[src/rtl/pca_pkg.sv]
// Shared constants and elaboration helpers for the covariance (MEISSA) datapath blocks.
package pca_pkg;

  localparam int PCA_DATA_WIDTH = 8;
  localparam int PCA_LANE_W     = 2 * PCA_DATA_WIDTH;

  function automatic int clog2(input int n);
    int r;
    r = 0;
    for (int v = n - 1; v > 0; v = v >> 1) begin
      r = r + 1;
    end
    return r;
  endfunction

  // Product lane width for a given operand width.
  function automatic int lane_width(input int dw);
    return 2 * dw;
  endfunction

  // Tree levels plus the output/accumulator stage.
  function automatic int adder_pipe_stages(input int n);
    return clog2(n) + 1;
  endfunction

endpackage

[src/rtl/adder_tree_level.sv]
// One registered reduction level: IN_LANES unsigned lanes of IN_W bits become
// IN_LANES/2 lanes of IN_W+1 bits; valid/last travel alongside the data.
module adder_tree_level
  import pca_pkg::*;
#(
  parameter int IN_LANES = 2,
  parameter int IN_W     = PCA_LANE_W
) (
  input  logic                                  clk,
  input  logic                                  rst,
  input  logic                                  en,
  input  logic                                  in_valid,
  input  logic                                  in_last,
  input  logic [IN_LANES*IN_W-1:0]              in_data,
  output logic                                  out_valid,
  output logic                                  out_last,
  output logic [(IN_LANES/2)*(IN_W+1)-1:0]      out_data
);

  localparam int OUT_LANES = IN_LANES / 2;
  localparam int OUT_W     = IN_W + 1;

  logic                         valid_r;
  logic                         last_r;
  logic [OUT_LANES*OUT_W-1:0]   data_r;

  // Pairwise adds; the register holds whenever the pipeline is stalled.
  always_ff @(posedge clk or posedge rst) begin
    if (rst) begin
      valid_r <= 1'b0;
      last_r  <= 1'b0;
      data_r  <= '0;
    end else if (en) begin
      valid_r <= in_valid;
      last_r  <= in_last;
      for (int j = 0; j < OUT_LANES; j++) begin
        data_r[j*OUT_W +: OUT_W] <= OUT_W'(in_data[(2*j)*IN_W +: IN_W])
                                  + OUT_W'(in_data[(2*j+1)*IN_W +: IN_W]);
      end
    end
  end

  assign out_valid = valid_r;
  assign out_last  = last_r;
  assign out_data  = data_r;

endmodule

[src/rtl/pipelined_adder_tree.sv]
// Pipelined NUM_INPUTS-lane unsigned adder tree with optional in_last-framed
// accumulator and valid/ready handshakes on both sides.
module pipelined_adder_tree
  import pca_pkg::*;
#(
  parameter int DATA_WIDTH  = 8,
  parameter int NUM_INPUTS  = 8,
  parameter int ACCUMULATE  = 1,
  parameter int ACC_GUARD   = 8,
  localparam int ACC_W = (ACCUMULATE != 0) ? (2*DATA_WIDTH + clog2(NUM_INPUTS) + ACC_GUARD)
                                           : (2*DATA_WIDTH + clog2(NUM_INPUTS))
) (
  input  logic                              clk,
  input  logic                              rst,
  input  logic                              in_valid,
  output logic                              in_ready,
  input  logic [NUM_INPUTS*2*DATA_WIDTH-1:0] in_data,
  input  logic                              in_last,
  output logic                              out_valid,
  input  logic                              out_ready,
  output logic [ACC_W-1:0]                  out_sum,
  output logic                              out_ovf
);

  localparam int LANE_W = lane_width(DATA_WIDTH);
  localparam int LOG2N  = clog2(NUM_INPUTS);
  localparam int TREE_W = LANE_W + LOG2N;

  // All level outputs share one flat bus; these give each level's slice.
  function automatic int lvl_w(input int k);
    return (NUM_INPUTS >> (k + 1)) * (LANE_W + k + 1);
  endfunction

  function automatic int lvl_off(input int k);
    int s;
    s = 0;
    for (int i = 0; i < k; i++) begin
      s = s + lvl_w(i);
    end
    return s;
  endfunction

  localparam int BUS_W = lvl_off(LOG2N);

  logic               adv_s;
  logic               in_last_s;
  logic [BUS_W-1:0]   lvl_data_s;
  logic [LOG2N-1:0]   lvl_valid_s;
  logic [LOG2N-1:0]   lvl_last_s;
  logic [TREE_W-1:0]  tree_sum_s;
  logic               tree_valid_s;
  logic               tree_last_s;
  logic [ACC_W:0]     acc_sum_s;

  logic [ACC_W-1:0]   acc_r;
  logic               sticky_r;
  logic               out_valid_r;
  logic [ACC_W-1:0]   out_sum_r;
  logic               out_ovf_r;

  assign adv_s     = !out_valid_r || out_ready;
  assign in_ready  = adv_s && !rst;
  assign in_last_s = (ACCUMULATE != 0) ? in_last : 1'b0;

  for (genvar k = 0; k < LOG2N; k++) begin : g_lvl
    localparam int IN_LANES = NUM_INPUTS >> k;
    localparam int IN_W     = LANE_W + k;

    logic [IN_LANES*IN_W-1:0] lvl_in_s;
    logic                     lvl_valid_in_s;
    logic                     lvl_last_in_s;

    if (k == 0) begin : g_first
      assign lvl_in_s       = in_data;
      assign lvl_valid_in_s = in_valid;
      assign lvl_last_in_s  = in_last_s;
    end else begin : g_next
      assign lvl_in_s       = lvl_data_s[lvl_off(k-1) +: lvl_w(k-1)];
      assign lvl_valid_in_s = lvl_valid_s[k-1];
      assign lvl_last_in_s  = lvl_last_s[k-1];
    end

    adder_tree_level #(
      .IN_LANES (IN_LANES),
      .IN_W     (IN_W)
    ) u_level (
      .clk       (clk),
      .rst       (rst),
      .en        (adv_s),
      .in_valid  (lvl_valid_in_s),
      .in_last   (lvl_last_in_s),
      .in_data   (lvl_in_s),
      .out_valid (lvl_valid_s[k]),
      .out_last  (lvl_last_s[k]),
      .out_data  (lvl_data_s[lvl_off(k) +: lvl_w(k)])
    );
  end

  assign tree_sum_s   = lvl_data_s[lvl_off(LOG2N-1) +: TREE_W];
  assign tree_valid_s = lvl_valid_s[LOG2N-1];
  assign tree_last_s  = lvl_last_s[LOG2N-1];

  // Extra top bit of the add is the accumulator carry-out.
  assign acc_sum_s = {1'b0, acc_r} + (ACC_W+1)'(tree_sum_s);

  // Output stage: accumulator with sticky carry, or a plain result register.
  always_ff @(posedge clk or posedge rst) begin
    if (rst) begin
      acc_r       <= '0;
      sticky_r    <= 1'b0;
      out_valid_r <= 1'b0;
      out_sum_r   <= '0;
      out_ovf_r   <= 1'b0;
    end else if (adv_s) begin
      if (ACCUMULATE != 0) begin
        if (tree_valid_s && tree_last_s) begin
          out_sum_r   <= acc_sum_s[ACC_W-1:0];
          out_ovf_r   <= sticky_r | acc_sum_s[ACC_W];
          out_valid_r <= 1'b1;
          acc_r       <= '0;
          sticky_r    <= 1'b0;
        end else if (tree_valid_s) begin
          acc_r       <= acc_sum_s[ACC_W-1:0];
          sticky_r    <= sticky_r | acc_sum_s[ACC_W];
          out_valid_r <= 1'b0;
        end else begin
          out_valid_r <= 1'b0;
        end
      end else begin
        out_valid_r <= tree_valid_s;
        out_ovf_r   <= 1'b0;
        if (tree_valid_s) begin
          out_sum_r <= ACC_W'(tree_sum_s);
        end
      end
    end
  end

  assign out_valid = out_valid_r;
  assign out_sum   = out_sum_r;
  assign out_ovf   = out_ovf_r;

endmodule

[config.mk]
export PLATFORM = sky130hd
export DESIGN_NAME = pipelined_adder_tree
export DESIGN_NICKNAME = d
export VERILOG_FILES = /design/src/rtl/pca_pkg.sv /design/src/rtl/adder_tree_level.sv /design/src/rtl/pipelined_adder_tree.sv
export SDC_FILE = /design/constraint.sdc
export NUM_CORES = 1
export LEC_CHECK = 0
export ABC_AREA = 1
export BUFFER_PORTS_ARGS = -buffer_cell sky130_fd_sc_hd__buf_2
export CORE_ASPECT_RATIO = 0.9
export CORE_MARGIN = 8
export CORE_UTILIZATION = 60
export DETAILED_ROUTE_END_ITERATION = 8
export PLACE_DENSITY = 0.93
export SETUP_SLACK_MARGIN = 0.3
export SYNTH_ARGS = -nofsm -noshare
export SYNTH_HDL_FRONTEND = slang
export SYNTH_SLANG_ARGS = --single-unit
[constraint.sdc]
create_clock -name clk -period 7.9 [get_ports clk]
set_input_delay 1.58 -clock clk [delete_from_list [all_inputs] [get_ports clk]]
set_output_delay 1.58 -clock clk [all_outputs]
set_load 0.02 [all_outputs]
==> metrics.cfg, run 1 <==
[status]
status = complete, no violations

[synthesis]
synth_top_area_cell = dfrtp_1
synthTopCellsByArea = dfrtp_1, nand2_1, ha_1, nand3_1, inv_1
synth_edf_count = 0
yosys_warnings = 0
syn_avg_cell_area_um2 = 6.896
ys_seq_elements = 186
synthesis.nets = 2344
ys.flop_type = dfrtp_1
ys_async_sr_fraction = 1.000
ys_types = 42
yosysTopAreaCellShare = 0.3264
syn_inst = 2068
synth-seq-area-share = 0.3264
netlist_area_um2 = 14260

[worst_hold_path]
hp-class = reg -> reg
whs_path_depth = 2
min_from = out_sum[21]$_DFFE_PP0P_

[sta]
fmax_ghz = 0.2391
slew-limit-headroom = 0.3141
tns_ps = 0
timing.final.crit_share = 0.5295
setup_viol = 0
skew_ps = 11.31
slew_violations = 0
fin_crit_ps = 4183
worst_slack_ps = 3717
grt_setup_unrepaired = no
final-hold-violation-count = 0
tightest_slew_ps = 1029

[global_route]
grt-ovfl-total = 0
antenna_found_initial = 0
grt-busiest-layer = met2
grt_max_degree = 115
grt_usage = 0.2522
grt_pass1_vias = 13420
use_met2 = 0.4207
grt_first_pass_wirelength_um = 61070
use_met1 = 0.3336
grtUsageMet3 = 0.04177

[setup_path]
arrival_ps = 2600
required_ps = 6320
endpoint_kind = output pin
crit_path_start = out_ready
start_kind = input port
path_max_fanout = 59
critPathKind = in -> out
timing.rr.start = out_valid$_DFFE_PP0N_
r2r_cells = 8

[clock_tree]
insertion_delay_ps = 450
cts_buffers = 17
cts_setup_buffers = 0
clkSlewWorstSetupHoldPaths_ps = 70
htreeDepth = 4
cts.sinks = 186
ctsResizeCount = 0
tritoncts = built
cts_hold_buffers = 0
clockRootBuffer = clkbuf_16
cts_buffer_depth = 2

[routing]
finalWirelength_um = 36030
dr.pass1.iters = 8
drt-vias-per-instance = 5.485
drc_errors = 0
drt_iter0_drc = 1076
drtAntennaViolNets = 0
routedWlPerCell_um = 14.23
route.vias.total = 13890

[layout]
drive_above_1_share = 0.1117
nets = 2493
final_cell_mix = nand2_1, inv_1, dfrtp_1, nand3_1, buf_2
antennaDiodeCount = 0
final_common_cell = nand2_1
syn_to_final_growth_pct = 11.73

[die]
core_area_um2 = 23340
io_pins = 163
placementRows = 53
initial_core_util = 0.6110
die_area_um2 = 28970
die_x_um = 178.5
die_h_um = 162.3

[place]
place_ws_ps = 3415
port_buffers = 162
hpwlAfterDp_um = 28250
gp_congestion = 0.9537

[power_and_ir_drop]
pwr-share-seq = 0.265
p_leak_nw = 8.657
p_switching_mw = 3.007
pwr-share-comb = 0.590
p_per_area_nw_per_um2 = 383.9
vdd_drop_max_mv = 0.2883
p_sw_frac = 0.4917
p_int_mw = 3.109
pwr-share-clk = 0.145

[job]
maxCapViolCount = 0

-- routing by layer --
layer	vias to the layer above	share of wire
li1	7014	-
met1	6352	0.45
met2	452	0.47
met3	69	0.060
met4	0	0.020
met5	-	0
-- worst max-delay path, cell delays in order --
cell and delay [ps]:
buf_2 120, nor2_4 90, buf_4 440, nor2_1 140, buf_2 190
-- final timing paths --
check / end / slack (ps)
setup / recovery: in_ready / 3720
hold / removal: out_sum[21]$_DFFE_PP0P_ / 470
setup reg to reg: acc_r[10]$_DFFE_PP0P_ / 4650
hold reg to reg: out_sum[21]$_DFFE_PP0P_ / 470
max in group asynchronous: out_sum[20]$_DFFE_PP0P_ / 5040
min in group asynchronous: g_lvl[0].u_level.out_data[23]$_DFFE_PP0N_ / 1380
-- cells in the mapped netlist, types with 14 or more instances --
master    count
xnor2_1      34
a31oi_1      18
o21ai_1      17
a21oi_1     120
xor2_1       17
o21ai_0      96
inv_1       212
nand3_1     173
nor2_1      161
nor3_1       16
dfrtp_1     186
nand4_1      17
buf_2        20
ha_1        135
clkbuf_1     14
nand2_1     728
-- power by group through the flow --
stage                     combinational [mW]  sequential (mW)  clock (mW)
after floorplan                         2.71             1.59           0
final                                   3.61             1.62       0.887
after detailed placement                3.54             1.63           0
after global placement                  3.42             1.62           0
after CTS                               3.58             1.62       0.894
after global routing                    4.09             1.66       0.939
-- sequential cells by signal, summed over array words and instances (netlist names) --
signal / cells
g_lvl.u_level.out_data: 123
g_lvl.u_level.out_valid: 3
out_sum: 27
out_ovf: 1
g_lvl.u_level.out_last: 3
sticky_r: 1
acc_r: 27
out_valid: 1
-- final cells by class --
type / instances / area (µm²)
clock buffer: 18 / 429.2
sequential: 186 / 4654
clock inverter: 14 / 178.9
multi-input combinational: 1626 / 8621
tap: 302 / 377.9
inverter: 220 / 832.0
fill: 1948 / 7408
timing repair buffer: 166 / 840.8
-- metrics by stage --
| step | cell area (µm²) | cells | hold WS, ps | power, mW | util |
|---|---|---|---|---|---|
| floorplan | 14260 | 2068 | 449.2 | 4.306 | - |
| global placement | 15330 | 2500 | 457.9 | 5.038 | 0.6566 |
| detailed placement | 15330 | 2500 | 460.3 | 5.168 | 0.6566 |
| CTS | 15930 | 2532 | 479.0 | 6.092 | 0.6826 |
| global route | 15930 | 2532 | 486.7 | 6.691 | 0.6826 |
| finish | 15930 | 2532 | 472.7 | 6.117 | 0.6826 |
-- logic make-up after synthesis --
logic type | count (synthesis) | share of synthesized area
xor gates and xnor gates | 52 | 0.03246
AOI/OAI and AO/OA | 280 | 0.1055
adders and majority gates | 143 | 0.1297
and+or+nand+nor | 1151 | 0.3368
buffers and inverters | 256 | 0.06914
DFF | 186 | 0.3264
Power figures use the tool's default switching activity.
==> inputs of run 2 (changes only) <==
ABC_AREA = 0   (was 1)
CORE_UTILIZATION = 54   (was 60)
PLACE_DENSITY = 0.89   (was 0.93)
clock period = 3.4 ns   (was 7.9 ns; I/O delays follow)
==> metrics.cfg, run 2 <==
[status]
status = complete, no violations  ; unchanged

[sta]
skew_ps = 11.27  ; was 11.31 ps
tightest_slew_ps = 814.0  ; was 1029 ps
hold_slack_ps = 297.4  ; was 472.7 ps
fin_crit_ps = 2974
timing.final.crit_share = 0.8748
setup_viol = 0  ; unchanged
tns_ps = 0  ; unchanged
fmax_ghz = 0.3362
slew_violations = 0  ; unchanged
final-hold-violation-count = 0  ; unchanged
grt_setup_unrepaired = no  ; unchanged
slew-limit-headroom = 0.4558  ; was 0.3141

[synthesis]
netlist_area_um2 = 12760  ; was 14260 µm²
synth_mux_area_frac = 0.006863  ; was 0
syn_inst = 1438  ; was 2068
synth-simple-area-share = 0.1573  ; was 0.3368
synth_most_common_cell = dfrtp_1  ; was nand2_1
synth_edf_count = 0  ; unchanged
synth_commonest_cells = dfrtp_1, nand2_1, ha_1  ; was nand2_1, inv_1, dfrtp_1
ys_seq_elements = 186  ; unchanged
ys_types = 70  ; was 42
ys_async_sr_fraction = 1.000  ; unchanged
synth_top_family_by_area = compound AO/OA/AOI/OAI gates  ; was simple AND/OR/NAND/NOR gates
synthTopCellsByArea = dfrtp_1, ha_1, a21oi_1, nand2_1, xor2_1  ; was dfrtp_1, nand2_1, ha_1, nand3_1, inv_1
synth-seq-area-share = 0.3647  ; was 0.3264
synth_top_area_cell = dfrtp_1  ; unchanged
synth_compound_area_frac = 0.2252  ; was 0.1055
ys.flop_type = dfrtp_1  ; unchanged
yosysTopAreaCellShare = 0.3647  ; was 0.3264
synthesis.nets = 1714  ; was 2344
synth-xor-area-share = 0.07275  ; was 0.03246
yosys_warnings = 0  ; unchanged
syn_avg_cell_area_um2 = 8.875  ; was 6.896 µm²
synthAdderAreaFrac = 0.1449  ; was 0.1297

[clock_tree]
clockRootBuffer = clkbuf_16  ; unchanged
cts_buffer_depth = 2  ; unchanged
cts_buffers = 17  ; unchanged
insertion_delay_ps = 440  ; was 450 ps
htreeDepth = 4  ; unchanged
cts.sinks = 186  ; unchanged
clkSlewWorstSetupHoldPaths_ps = 70  ; about the same
tritoncts = built  ; unchanged

[place]
gp_congestion = 0.9164  ; was 0.9537
hpwlAfterDp_um = 23000  ; was 28250 µm
placed_cells = 1870  ; was 2500
port_buffers = 162  ; unchanged

[routing]
finalWirelength_um = 30350  ; was 36030 µm
routedWlPerCell_um = 15.96  ; was 14.23 µm
drt-vias-per-instance = 5.787  ; was 5.485
drtAntennaViolNets = 0  ; unchanged
drc_errors = 0  ; unchanged
route.vias.total = 11010  ; was 13890
drt_iter0_drc = 752  ; was 1076
dr.pass1.iters = 5  ; was 8

[layout]
syn_to_final_growth_pct = 13.56  ; was 11.73%
drive_above_1_share = 0.1444  ; was 0.1117
nFillCells = 1923  ; was 1948
final_cell_mix = dfrtp_1, nand2_1, buf_2, ha_1, nor2_1  ; was nand2_1, inv_1, dfrtp_1, nand3_1, buf_2
largest_reg_flops = 123  ; unchanged
antennaDiodeCount = 0  ; unchanged
final_common_cell = dfrtp_1  ; was nand2_1
final_cell_count_no_fill = 1902  ; was 2532
nets = 1863  ; was 2493

[die]
io_pins = 163  ; unchanged
initial_core_util = 0.5483  ; was 0.6110
core_area_um2 = 23280  ; was 23340 µm²
die_area_um2 = 28820  ; was 28970 µm²
die_h_um = 161.8  ; was 162.3 µm
die_x_um = 178.1  ; was 178.5 µm
placementRows = 53  ; unchanged

[job]
maxCapViolCount = 0  ; unchanged

[power_and_ir_drop]
p_leak_nw = 6.826  ; was 8.657 nW
vdd_drop_max_mv = 0.6719  ; was 0.2883 mV
p_per_area_nw_per_um2 = 965.9  ; was 383.9 nW/µm²

[worst_hold_path]
hp-class = in -> async  ; was reg -> reg

[setup_path]
required_ps = 3760  ; was 6320 ps
endpoint_kind = flip-flop  ; was output pin
critPathKind = reg -> reg  ; was in -> out
crit_chain = ha_1 > inv_1 > fa_1 > nand2b_1 > a21oi_1 > o211ai_1 > a211o_1 > a21oi_2 > o21ai_1 > or3_1 > o21ai_1  ; was buf_2 > nor2_4 > buf_4 > nor2_1 > buf_2
crit_path_top_delay_cell = fa_1  ; was buf_4
path_max_fanout = 5  ; was 59
cp_slowest_stage_delay_ps = 390  ; was 440 ps
start_kind = flip-flop  ; was input port
cp_common_cell = o21ai_1  ; was buf_2
r2r_setup_slack_ps = 430  ; was 4650 ps
arrival_ps = 3340  ; was 2600 ps

[global_route]
grt_first_pass_wirelength_um = 50390  ; was 61070 µm
grt_usage = 0.2088  ; was 0.2522
grt_max_degree = 157  ; was 115
grt-ovfl-total = 0  ; unchanged
antenna_found_initial = 0  ; unchanged
grt_pass1_vias = 10830  ; was 13420

run 2: cell count changes after synthesis, moves of 18 or more:
cell | previous run | this run
nor3_1 | 16 | 44
or3_1 | 0 | 19
o21ai_0 | 96 | 67
inv_1 | 212 | 47
clkbuf_1 | 14 | 38
nand2_1 | 728 | 172
a21o_1 | 7 | 33
xor2_1 | 17 | 58
a211oi_1 | 3 | 21
o21ai_1 | 17 | 57
buf_2 | 20 | 1
nand3_1 | 173 | 27
o21a_1 | 0 | 20
nor2_1 | 161 | 133
run 2: cell families (layout without fill, tap and decap cells):
group	after synthesis	in the layout
AOI/OAI and AO/OA	450	450
xor gates and xnor gates	106	106
adders and majority gates	143	143
buffers and inverters	93	255
DFF	186	186
muxes	8	8
and+or+nand+nor	452	452
run 2: layout make-up:
class                      instances  area, µm²  area share
sequential                       186       4654      0.3212
clock inverter                    14      138.9    0.009583
inverter                          48      183.9     0.01269
clock buffer                      18      429.2     0.02961
multi-input combinational       1159       7762      0.5356
tap                              302      377.9     0.02607
timing repair buffer             175      945.9     0.06527
run 2: per-layer routing:
metal / wire length (µm) / vias up / global-route usage
met5: 0 / - / 0
met4: 466 / 0 / 0.05377
met3: 1474 / 48 / 0.03644
met2: 14650 / 321 / 0.3465
met1: 13750 / 5170 / 0.2775
li1: - / 5468 / -
run 2: stage by stage:
stage                     utilization  worst slack, ps  total power, mW  area, µm²
after floorplan                     -            327.5            9.966      12770
after global placement         0.5982            222.3            11.57      13920
after detailed placement       0.5982            147.6            11.92      13920
after CTS                      0.6226            459.2            13.96      14490
after global routing           0.6226            310.5            15.17      14490
final                          0.6226            425.6            14.00      14490
run 2: power breakdown:
group	switching [mW]	leakage [nW]	internal (mW)	total (mW)
sequential	0.709	2.23	3.22	3.93
clock	0.908	0.258	1.02	1.93
combinational	4.74	4.34	3.40	8.13
total	6.35	6.83	7.64	14.0
run 2: final timing paths:
check                                                               from                                         to  cells after the start
worst max-delay path            g_lvl[2].u_level.out_data[0]$_DFFE_PP0N_                      acc_r[26]$_DFFE_PP0P_                     11
worst min-delay path                                                 rst      g_lvl[0].u_level.out_last$_DFFE_PP0N_                      2
worst max register to register  g_lvl[2].u_level.out_data[0]$_DFFE_PP0N_                      acc_r[26]$_DFFE_PP0P_                     11
worst min register to register     g_lvl[0].u_level.out_last$_DFFE_PP0N_      g_lvl[0].u_level.out_last$_DFFE_PP0N_                      2
max in group asynchronous                                            rst  g_lvl[0].u_level.out_data[38]$_DFFE_PP0N_                      3
min in group clk                                                 in_last      g_lvl[0].u_level.out_last$_DFFE_PP0N_                      3
run 2: critical path: cells and delay by family (launching register included):
| kind | cells | cell delay [ps] |
|---|---|---|
| flops | 1 | 360 |
| simple gates | 2 | 540 |
| fa+ha+maj | 2 | 620 |
| buf+inv | 1 | 80 |
| compound gates | 6 | 1320 |
run 2: what timing repair did:
action                                  CTS  global route
endpoints found under the setup margin    0             1
resized for setup                         0             1
hold endpoints to repair                  0             0
setup buffers                             0             0
hold buffers                              0             0
